## src/rtl/rf_pkg.sv

```systemverilog
// rf_pkg: shared definitions for the register-file writeback arbiter.
//   WIDTH      data bits per register
//   DEPTH      number of registers
//   AW         register address width
//   wb_req_t   one writeback request {valid, addr, data}
//   lg_e       round-robin "last granted" encoding (LG0 / LG1)
package rf_pkg;

  localparam int WIDTH = 32;
  localparam int DEPTH = 32;
  localparam int AW    = $clog2(DEPTH);

  typedef struct packed {
    logic          valid;
    logic [AW-1:0] addr;
    logic [WIDTH-1:0] data;
  } wb_req_t;

  typedef enum logic {
    LG0 = 1'b0,
    LG1 = 1'b1
  } lg_e;

endpackage

```

## src/rtl/regfile_wb_arbiter_if.sv

```systemverilog
// regfile_wb_arbiter_if: writeback request handshakes and register-file write port.
//   req0_* / req1_*   writeback requests (valid/addr/data in, ready out of the arbiter)
//   rf_we/waddr/wdata register file write port, driven by the arbiter
// Handshake: a request is accepted in a cycle where valid && ready. While
// valid && !ready the requester keeps addr/data stable. ready is a
// combinational grant and never depends on a downstream stall.
interface regfile_wb_arbiter_if;
  import rf_pkg::*;

  logic             req0_valid;
  logic [AW-1:0]    req0_addr;
  logic [WIDTH-1:0] req0_data;
  logic             req0_ready;

  logic             req1_valid;
  logic [AW-1:0]    req1_addr;
  logic [WIDTH-1:0] req1_data;
  logic             req1_ready;

  logic             rf_we;
  logic [AW-1:0]    rf_waddr;
  logic [WIDTH-1:0] rf_wdata;

  // Requester / register-file side.
  modport master (
    output req0_valid, req0_addr, req0_data,
    input  req0_ready,
    output req1_valid, req1_addr, req1_data,
    input  req1_ready,
    input  rf_we, rf_waddr, rf_wdata
  );

  // Arbiter side.
  modport slave (
    input  req0_valid, req0_addr, req0_data,
    output req0_ready,
    input  req1_valid, req1_addr, req1_data,
    output req1_ready,
    output rf_we, rf_waddr, rf_wdata
  );

endinterface

```

## src/rtl/regfile_wb_arbiter_rr_arbiter2.sv

```systemverilog
// rr_arbiter2: two-requester round-robin grant.
//   clk, rst      clock, synchronous active-high reset
//   req0, req1    request lines
//   gnt0, gnt1    one-hot (or zero) combinational grant
//   last_grant    current round-robin state, exported for observation
// The last_grant register only moves when a grant is issued, so an idle
// cycle does not disturb fairness. Reset leaves LG1 so port 0 wins the
// first contention. No grant is issued while rst is high.
module rr_arbiter2
  import rf_pkg::*;
(
  input  logic clk,
  input  logic rst,
  input  logic req0,
  input  logic req1,
  output logic gnt0,
  output logic gnt1,
  output lg_e  last_grant
);

  lg_e last_grant_q;
  lg_e last_grant_d;

  always_comb begin
    gnt0         = 1'b0;
    gnt1         = 1'b0;
    last_grant_d = last_grant_q;
    if (!rst) begin
      if (req0 && req1) begin
        // Contention: the port not served most recently wins.
        gnt0 = (last_grant_q == LG1);
        gnt1 = (last_grant_q == LG0);
      end else begin
        gnt0 = req0;
        gnt1 = req1;
      end
      if (gnt0) begin
        last_grant_d = LG0;
      end else if (gnt1) begin
        last_grant_d = LG1;
      end
    end
  end

  always_ff @(posedge clk) begin
    if (rst) begin
      last_grant_q <= LG1;
    end else begin
      last_grant_q <= last_grant_d;
    end
  end

  assign last_grant = last_grant_q;

endmodule

```

## src/rtl/regfile_wb_arbiter.sv

```systemverilog
// regfile_wb_arbiter: shares the register file's single write port between
// the ALU (port 0) and the load unit (port 1), with one registered write
// stage plus decode-side bypass and hazard information.
//   clk, rst            clock, synchronous active-high reset
//   bus (slave)         writeback requests in, register-file write port out
//   raddr1, raddr2      decode-stage read addresses
//   fwd1_hit/fwd2_hit   staged write targets the read address; use fwd*_data
//   fwd1_data/fwd2_data staged write data
//   busy1, busy2        a pending request (granted or not) targets the read address
//   dbg_last_grant      round-robin arbiter state
module regfile_wb_arbiter
  import rf_pkg::*;
(
  input  logic             clk,
  input  logic             rst,
  regfile_wb_arbiter_if.slave bus,
  input  logic [AW-1:0]    raddr1,
  input  logic [AW-1:0]    raddr2,
  output logic             fwd1_hit,
  output logic             fwd2_hit,
  output logic [WIDTH-1:0] fwd1_data,
  output logic [WIDTH-1:0] fwd2_data,
  output logic             busy1,
  output logic             busy2,
  output lg_e              dbg_last_grant
);

  wb_req_t req0;
  wb_req_t req1;
  wb_req_t win_req;
  logic    gnt0;
  logic    gnt1;

  logic             stage_v_q,    stage_v_d;
  logic [AW-1:0]    stage_addr_q, stage_addr_d;
  logic [WIDTH-1:0] stage_data_q, stage_data_d;

  always_comb begin
    req0 = '{valid: bus.req0_valid, addr: bus.req0_addr, data: bus.req0_data};
    req1 = '{valid: bus.req1_valid, addr: bus.req1_addr, data: bus.req1_data};
  end

  rr_arbiter2 u_arb (
    .clk        (clk),
    .rst        (rst),
    .req0       (req0.valid),
    .req1       (req1.valid),
    .gnt0       (gnt0),
    .gnt1       (gnt1),
    .last_grant (dbg_last_grant)
  );

  assign bus.req0_ready = gnt0;
  assign bus.req1_ready = gnt1;

  // The register file accepts a write every cycle, so the stage drains
  // unconditionally; it is refilled only by an accepted request. Writes to
  // register 0 are accepted but never raise the write enable.
  always_comb begin
    win_req      = gnt0 ? req0 : req1;
    stage_v_d    = 1'b0;
    stage_addr_d = stage_addr_q;
    stage_data_d = stage_data_q;
    if (gnt0 || gnt1) begin
      stage_v_d    = (win_req.addr != '0);
      stage_addr_d = win_req.addr;
      stage_data_d = win_req.data;
    end
  end

  always_ff @(posedge clk) begin
    if (rst) begin
      stage_v_q    <= 1'b0;
      stage_addr_q <= '0;
      stage_data_q <= '0;
    end else begin
      stage_v_q    <= stage_v_d;
      stage_addr_q <= stage_addr_d;
      stage_data_q <= stage_data_d;
    end
  end

  assign bus.rf_we    = stage_v_q;
  assign bus.rf_waddr = stage_addr_q;
  assign bus.rf_wdata = stage_data_q;

  // The staged write reaches the register file only at the end of the
  // rf_we cycle, so decode must take it from here during that cycle.
  assign fwd1_hit  = stage_v_q && (stage_addr_q == raddr1) && (raddr1 != '0);
  assign fwd2_hit  = stage_v_q && (stage_addr_q == raddr2) && (raddr2 != '0);
  assign fwd1_data = stage_data_q;
  assign fwd2_data = stage_data_q;

  // A request being granted this cycle still counts: its value is only
  // visible through the bypass from the next cycle on.
  assign busy1 = (raddr1 != '0) &&
                 ((req0.valid && (req0.addr == raddr1)) ||
                  (req1.valid && (req1.addr == raddr1)));
  assign busy2 = (raddr2 != '0) &&
                 ((req0.valid && (req0.addr == raddr2)) ||
                  (req1.valid && (req1.addr == raddr2)));

endmodule

```

## src/flat_wrapper.sv

```systemverilog
// flat-port wrapper written by rule: the top's interface ports become plain ports
module regfile_wb_arbiter_flat import rf_pkg::*;
  (clk, rst, raddr1, raddr2, fwd1_hit, fwd2_hit, fwd1_data, fwd2_data, busy1, busy2, dbg_last_grant, bus_req0_valid, bus_req0_addr, bus_req0_data, bus_req0_ready, bus_req1_valid, bus_req1_addr, bus_req1_data, bus_req1_ready, bus_rf_we, bus_rf_waddr, bus_rf_wdata);
  regfile_wb_arbiter_if bus_i ();
  input  logic clk;
  input  logic rst;
  input  logic [AW-1:0] raddr1;
  input  logic [AW-1:0] raddr2;
  output logic fwd1_hit;
  output logic fwd2_hit;
  output logic [WIDTH-1:0] fwd1_data;
  output logic [WIDTH-1:0] fwd2_data;
  output logic busy1;
  output logic busy2;
  output lg_e dbg_last_grant;
  input wire logic [$bits(bus_i.req0_valid)-1:0] bus_req0_valid;
  input wire logic [$bits(bus_i.req0_addr)-1:0] bus_req0_addr;
  input wire logic [$bits(bus_i.req0_data)-1:0] bus_req0_data;
  output wire logic [$bits(bus_i.req0_ready)-1:0] bus_req0_ready;
  input wire logic [$bits(bus_i.req1_valid)-1:0] bus_req1_valid;
  input wire logic [$bits(bus_i.req1_addr)-1:0] bus_req1_addr;
  input wire logic [$bits(bus_i.req1_data)-1:0] bus_req1_data;
  output wire logic [$bits(bus_i.req1_ready)-1:0] bus_req1_ready;
  output wire logic [$bits(bus_i.rf_we)-1:0] bus_rf_we;
  output wire logic [$bits(bus_i.rf_waddr)-1:0] bus_rf_waddr;
  output wire logic [$bits(bus_i.rf_wdata)-1:0] bus_rf_wdata;
  assign bus_i.req0_valid = bus_req0_valid;
  assign bus_i.req0_addr = bus_req0_addr;
  assign bus_i.req0_data = bus_req0_data;
  assign bus_req0_ready = bus_i.req0_ready;
  assign bus_i.req1_valid = bus_req1_valid;
  assign bus_i.req1_addr = bus_req1_addr;
  assign bus_i.req1_data = bus_req1_data;
  assign bus_req1_ready = bus_i.req1_ready;
  assign bus_rf_we = bus_i.rf_we;
  assign bus_rf_waddr = bus_i.rf_waddr;
  assign bus_rf_wdata = bus_i.rf_wdata;
  regfile_wb_arbiter u_core (.clk(clk), .rst(rst), .bus(bus_i), .raddr1(raddr1), .raddr2(raddr2), .fwd1_hit(fwd1_hit), .fwd2_hit(fwd2_hit), .fwd1_data(fwd1_data), .fwd2_data(fwd2_data), .busy1(busy1), .busy2(busy2), .dbg_last_grant(dbg_last_grant));
endmodule
```

## config.mk

```make
export PLATFORM = sky130hd
export DESIGN_NAME = regfile_wb_arbiter_flat
export DESIGN_NICKNAME = d
export VERILOG_FILES = /design/src/rtl/rf_pkg.sv /design/src/rtl/regfile_wb_arbiter_if.sv /design/src/rtl/regfile_wb_arbiter_rr_arbiter2.sv /design/src/rtl/regfile_wb_arbiter.sv /design/src/flat_wrapper.sv
export SDC_FILE = /design/constraint.sdc
export NUM_CORES = 1
export LEC_CHECK = 0
export BUFFER_PORTS_ARGS = -buffer_cell sky130_fd_sc_hd__buf_2
export CAP_MARGIN = 20
export CORE_UTILIZATION = 44
export CTS_CLUSTER_SIZE = 10
export DETAILED_ROUTE_END_ITERATION = 8
export PLACE_DENSITY = 0.93
export SYNTH_ARGS = -nofsm -noshare
export SYNTH_HDL_FRONTEND = slang
export SYNTH_HIERARCHICAL = 1
export SYNTH_SLANG_ARGS = --single-unit
export TNS_END_PERCENT = 20
```

## constraint.sdc

```tcl
create_clock -name clk -period 2.8 [get_ports clk]
set_input_delay 0.42 -clock clk [delete_from_list [all_inputs] [get_ports clk]]
set_output_delay 0.42 -clock clk [all_outputs]
set_load 0.005 [all_outputs]
```

After elaboration in Yosys (flattened, before gate mapping)

Cells that the tools add are included.

Equality and inequality tests: 6
Multiplexer cells: 9
Bitwise logic cells: 2
Reductions and logical operators: 19

Operator list:

| cell               | number |
|---|---|
| 2-to-1 mux 37 bit  | 1 |
| == test 5 bit      | 6 |
| nonzero test 5 bit | 3 |
| logical AND 1 bit  | 11 |
| 2-to-1 mux 1 bit   | 8 |
| logical OR 1 bit   | 3 |
| NOT 1 bit          | 2 |
| nonzero test 2 bit | 1 |
| OR reduction 2 bit | 1 |

Flip-flop bits (word level): 39
Input port bits: 88
Word-level logic and storage cells: 40

Depth between registers and ports, before layout

Depth after elaboration: 7
Mapped depth: 8
Depth with buffers taken out: 6

Hierarchy

The synthesis kept the hierarchy.

By module, submodules not included:

| module             | times used | cells each | area an instance (um2) | sequential area each (um2) |
|---|---|---|---|---|
| regfile_wb_arbiter | 1          | 321        | 2586.2                 | 760.7 |
| rr_arbiter2        | 1          | 7          | 57.6                   | 20.0 |

Worst setup path after synthesis

OpenSTA, ideal clock, no wires.

Kind: input -> register
Start: input port bus_req1_valid
End: register u_core.stage_data_q[1] (netlist: u_core/bus.rf_wdata[1])
Setup time: 0.128 ns
Data arrival time: 1.608 ns
Slack: 1.064 ns
Stages on the path: 8
Buffers on the path: 2
Cell sequence: inv_1 -> a211oi_1 -> buf_6 -> buf_6 -> mux2i_1 -> nor2_1 -> a21oi_1 -> nor2_1

Word-level cells in the longest chain between the ends: 5
Elaborated cells between the ends (all ways): 9
Classes of those cells: mux (7); reduce/logical (2)

RTL lines:

| element                         | RTL line                             | text |
|---|---|---|
| start: declaration              | flat_wrapper.sv:20                   | `input wire logic [$bits(bus_i.req1_valid)-1:0] bus_req1_valid;` |
| logical AND 1 bit               | regfile_wb_arbiter_rr_arbiter2.sv:29 | `if (req0 && req1) begin` |
| 2-to-1 mux 1 bit *              | regfile_wb_arbiter_rr_arbiter2.sv:29 |  |
| 2-to-1 mux 1 bit * (2 in a row) | regfile_wb_arbiter_rr_arbiter2.sv:28 | `if (!rst) begin` |
| net bus_req1_ready              | flat_wrapper.sv:23                   | `output wire logic [$bits(bus_i.req1_ready)-1:0] bus_req1_ready;` |
| logical OR 1 bit *              | regfile_wb_arbiter.sv:64             | `if (gnt0 \|\| gnt1) begin` |
| end signal: assignment          | regfile_wb_arbiter.sv:79             | `stage_data_q <= stage_data_d;` |
| end: declaration                | regfile_wb_arbiter.sv:36             | `logic [WIDTH-1:0] stage_data_q, stage_data_d;` |

Mark *: on every way through the listed nets, which the timed path passes. The rest lies on a longest branch. The select of a mux whose other input is x is not followed.
A chain may end at the register's enable or synchronous reset.

Worst setup path after layout

Start: input port raddr1[4]
End: output port busy1

Word-level cells in the longest chain between the ends: 4
Elaborated cells between the ends (all ways): 7
Classes of those cells: eq/ne (2); reduce/logical (5)

RTL lines:

| element                              | RTL line                                           | text |
|---|---|---|
| start: declaration                   | flat_wrapper.sv:7                                  | `input logic [AW-1:0] raddr1;` |
| == test 5 bit (on tied branches)     | regfile_wb_arbiter.sv:97, regfile_wb_arbiter.sv:98 |  |
| logical AND 1 bit (on tied branches) | regfile_wb_arbiter.sv:97, regfile_wb_arbiter.sv:98 |  |
| logical OR 1 bit                     | regfile_wb_arbiter.sv:97                           | `((req0.valid && (req0.addr == raddr1)) \|\|` |
| logical AND 1 bit *                  | regfile_wb_arbiter.sv:96                           | `assign busy1 = (raddr1 != '0) &&` |
| end: declaration                     | flat_wrapper.sv:13                                 | `output logic busy1;` |

Every way passes the cells marked *; elsewhere a longest branch is shown, timed or not.

==> results.cfg <==
[status]
status = completed

[route]
drc = 0
first_pass_iters = 4
wl_mm = 6.86
post_drt_via_cell_ratio = 4.90
ant_nets = 0
drt_iter0_drc = 100
avgRoutedWirePerCell_um = 13.0
num_vias = 2585

[critical_path]
end_kind = output port
startpoint = raddr1[4]
reg2reg_from = u_core/u_arb/last_grant$_SDFFE_PP1P_
rrSetupSlack_ps = 1180
critPathArrivalTime_ps = 1420
crit_type = input pin to output port
cp.required_ps = 2380
r2r_cells = 6
crit_fanout = 4
crit_path_start_kind = input pin
endpoint = busy1
r2r_end = u_core/bus.rf_wdata[5]$_SDFFE_PP0N_

[grt]
antenna_found_initial = 0
grt_pass1_wl_mm = 10.5
grt_pass1_vias = 2288
grt_max_degree = 65
grt_usage_pct = 21.4
grt_remaining_overflow = 0

[clock_network]
path_clk_slew_ps = 80
post_cts_buffers = 0
worst_skew_pair.late_latency_ps = 290
cts.sinks = 39
cts-root-buf = clkbuf_8
ctsHoldBuffers = 0
cts_tree = done
cts-buffers-inserted = 5
cts_htree_levels = 2
cts.path.max_buffers = 2
cts-resized-gates = 0

[power]
clkPwrFrac_pct = 32.2
switching_share_pct = 28.3
internal-power_mw = 1.08
p_leak_nw = 1.79
p_switching_mw = 0.424
pwr-share-seq_pct = 41.8
comb_power_share_pct = 25.9
power_density_nw_per_um2 = 452
vdd_drop_max_mv = 0.306

[sta]
fmaxAchievable_ghz = 0.543
layout_min_cycle_time_ps = 1840
fin_setup_tns_ps = 0
finalSetupViolCount = 0
hold_violations = 0
tightest_slew_ps = 443
slew_headroom_pct = 70.3
rsz0062_at_grt = no
finClkSkew_ps = 8.14
slew_viol_final = 0
finalCritPeriodShare_pct = 65.8

[place]
portBuffers = 196
gp_congestion = 0.960
dp_hpwl_mm = 5.23
dp_cells = 520

[flow_run]
cap_viol_max_count = 0

[synthesis]
avgSynthCellArea_um2 = 8.06
synth_area_um2 = 2640
yosysUniqueCellTypes = 25
synth.top_cell.area_share_pct = 29.5
syn_nets = 416
yosysWarnings = 6
syn_inst = 328
synth_seq_cells = 39
yosys.area.top_type = dfxtp_1
synth-seq-area-share_pct = 29.5
synth_area_leaders = dfxtp_1 30%, buf_4 19%, mux2i_1 14%

[cells_and_area]
fin_nets = 543
drive_above_1_share_pct = 46.9
area_growth_pct = 25.7
fillers = 508
fin_cells = 528
antenna_cells = 0

[floorplan]
die-area_um2 = 6320
rows = 27
core-area_um2 = 5640
fp.dieW_um = 79.5
start_util_pct = 46.9
ioPinCount = 197
die_h_um = 79.5

[worst_hold_path]
worstHoldPathType = input pin to register
[layer usage]
metal  up-vias  global-route usage [%]  share of wire, %
li1       1273                       -                 -
met1      1161                    22.1                38
met2       140                    41.0                51
met3        11                    5.71               9.2
met4         0                    6.73               1.6
met5         -                       0                 0
[critical path, cell delays in order]
cell     delay [ps]
buf_2           140
xor2_1          160
nor4_1          270
nand3_1         110
a21oi_1         180
buf_2           140
[through the flow]
step,instance area (um^2),util [%],total power [mW],setup slack [ps],hold slack (ps)
detailed placement,3210,56.8,1.03,944,592
CTS,3320,58.9,1.52,938,351
global placement,3210,56.8,1.02,943,568
finish,3320,58.9,1.50,957,359
global route,3320,58.9,1.59,790,358
floorplan,2640,-,0.904,1060,519
[kinds of logic after synthesis]
kind of cell | count (synthesis) | synth area share [%]
muxes | 37 | 14.0
AOI/OAI and AO/OA | 43 | 8.52
buffers and inverters | 82 | 22.2
DFF | 39 | 29.5
and+or+nand+nor | 97 | 15.8
xor gates and xnor gates | 30 | 9.94
[cells in the mapped netlist (all sizes together)]
cell type / instances
a21oi: 40
nor4: 6
dfxtp: 39
xor2: 20
nor2: 78
nand2: 1
a311oi: 1
mux2i: 37
inv: 2
xnor2: 10
nand3: 4
a211o: 1
or4: 2
a211oi: 1
nand4: 2
clkbuf: 3
nor2b: 1
nor3: 3
buf: 77
[how the worst min path moves through the flow]
stage                                               from                                   end  slack [ps]  cells after the start
floorplan                                            rst  u_core/u_arb/last_grant$_SDFFE_PP1P_         520                      1
global placement    u_core/u_arb/last_grant$_SDFFE_PP1P_  u_core/u_arb/last_grant$_SDFFE_PP1P_         570                      1
detailed placement  u_core/u_arb/last_grant$_SDFFE_PP1P_  u_core/u_arb/last_grant$_SDFFE_PP1P_         590                      1
CTS                                     bus_req0_data[9]   u_core/bus.rf_wdata[9]$_SDFFE_PP0N_         350                      3
global route                           bus_req0_data[12]  u_core/bus.rf_wdata[12]$_SDFFE_PP0N_         360                      3
finish                                  bus_req0_data[7]   u_core/bus.rf_wdata[7]$_SDFFE_PP0N_         360                      3
[cell type report]
class                           instances  area, um^2  area share [%]
Clock buffer                            6        82.6            2.48
Clock inverter                          2        35.0            1.05
Inverter                                2        7.51           0.226
Multi-Input combinational cell        207        1290            38.9
Sequential cell                        39         781            23.5
Tap cell                               72        90.1            2.71
Timing Repair Buffer                  200        1040            31.2
[placed cells by master, fill, tap and decap left out, drive strengths merged, types with 2 or more instances in the layout]
cell	n
a21oi	40
xor2	20
clkbuf	6
dfxtp	39
buf	200
or4	2
inv	2
nor3	3
nor4	6
xnor2	10
nand4	2
nand3	4
nor2	78
mux2i	37
[state kept, by name (all words and copies together), names as in the netlist]
signal and flops:
u_core/bus.rf_we 1, u_core/bus.rf_wdata 32, u_core/u_arb/last_grant 1, u_core/bus.rf_waddr 5
[power groups by stage]
stage	sequential, mW	clock (mW)	combinational (mW)
final	0.628	0.484	0.389
after global routing	0.635	0.523	0.436
after CTS	0.628	0.499	0.392
after detailed placement	0.641	0	0.391
after global placement	0.638	0	0.385
after floorplan	0.642	0	0.262
No activity file was read; power rests on OpenSTA's default activity.
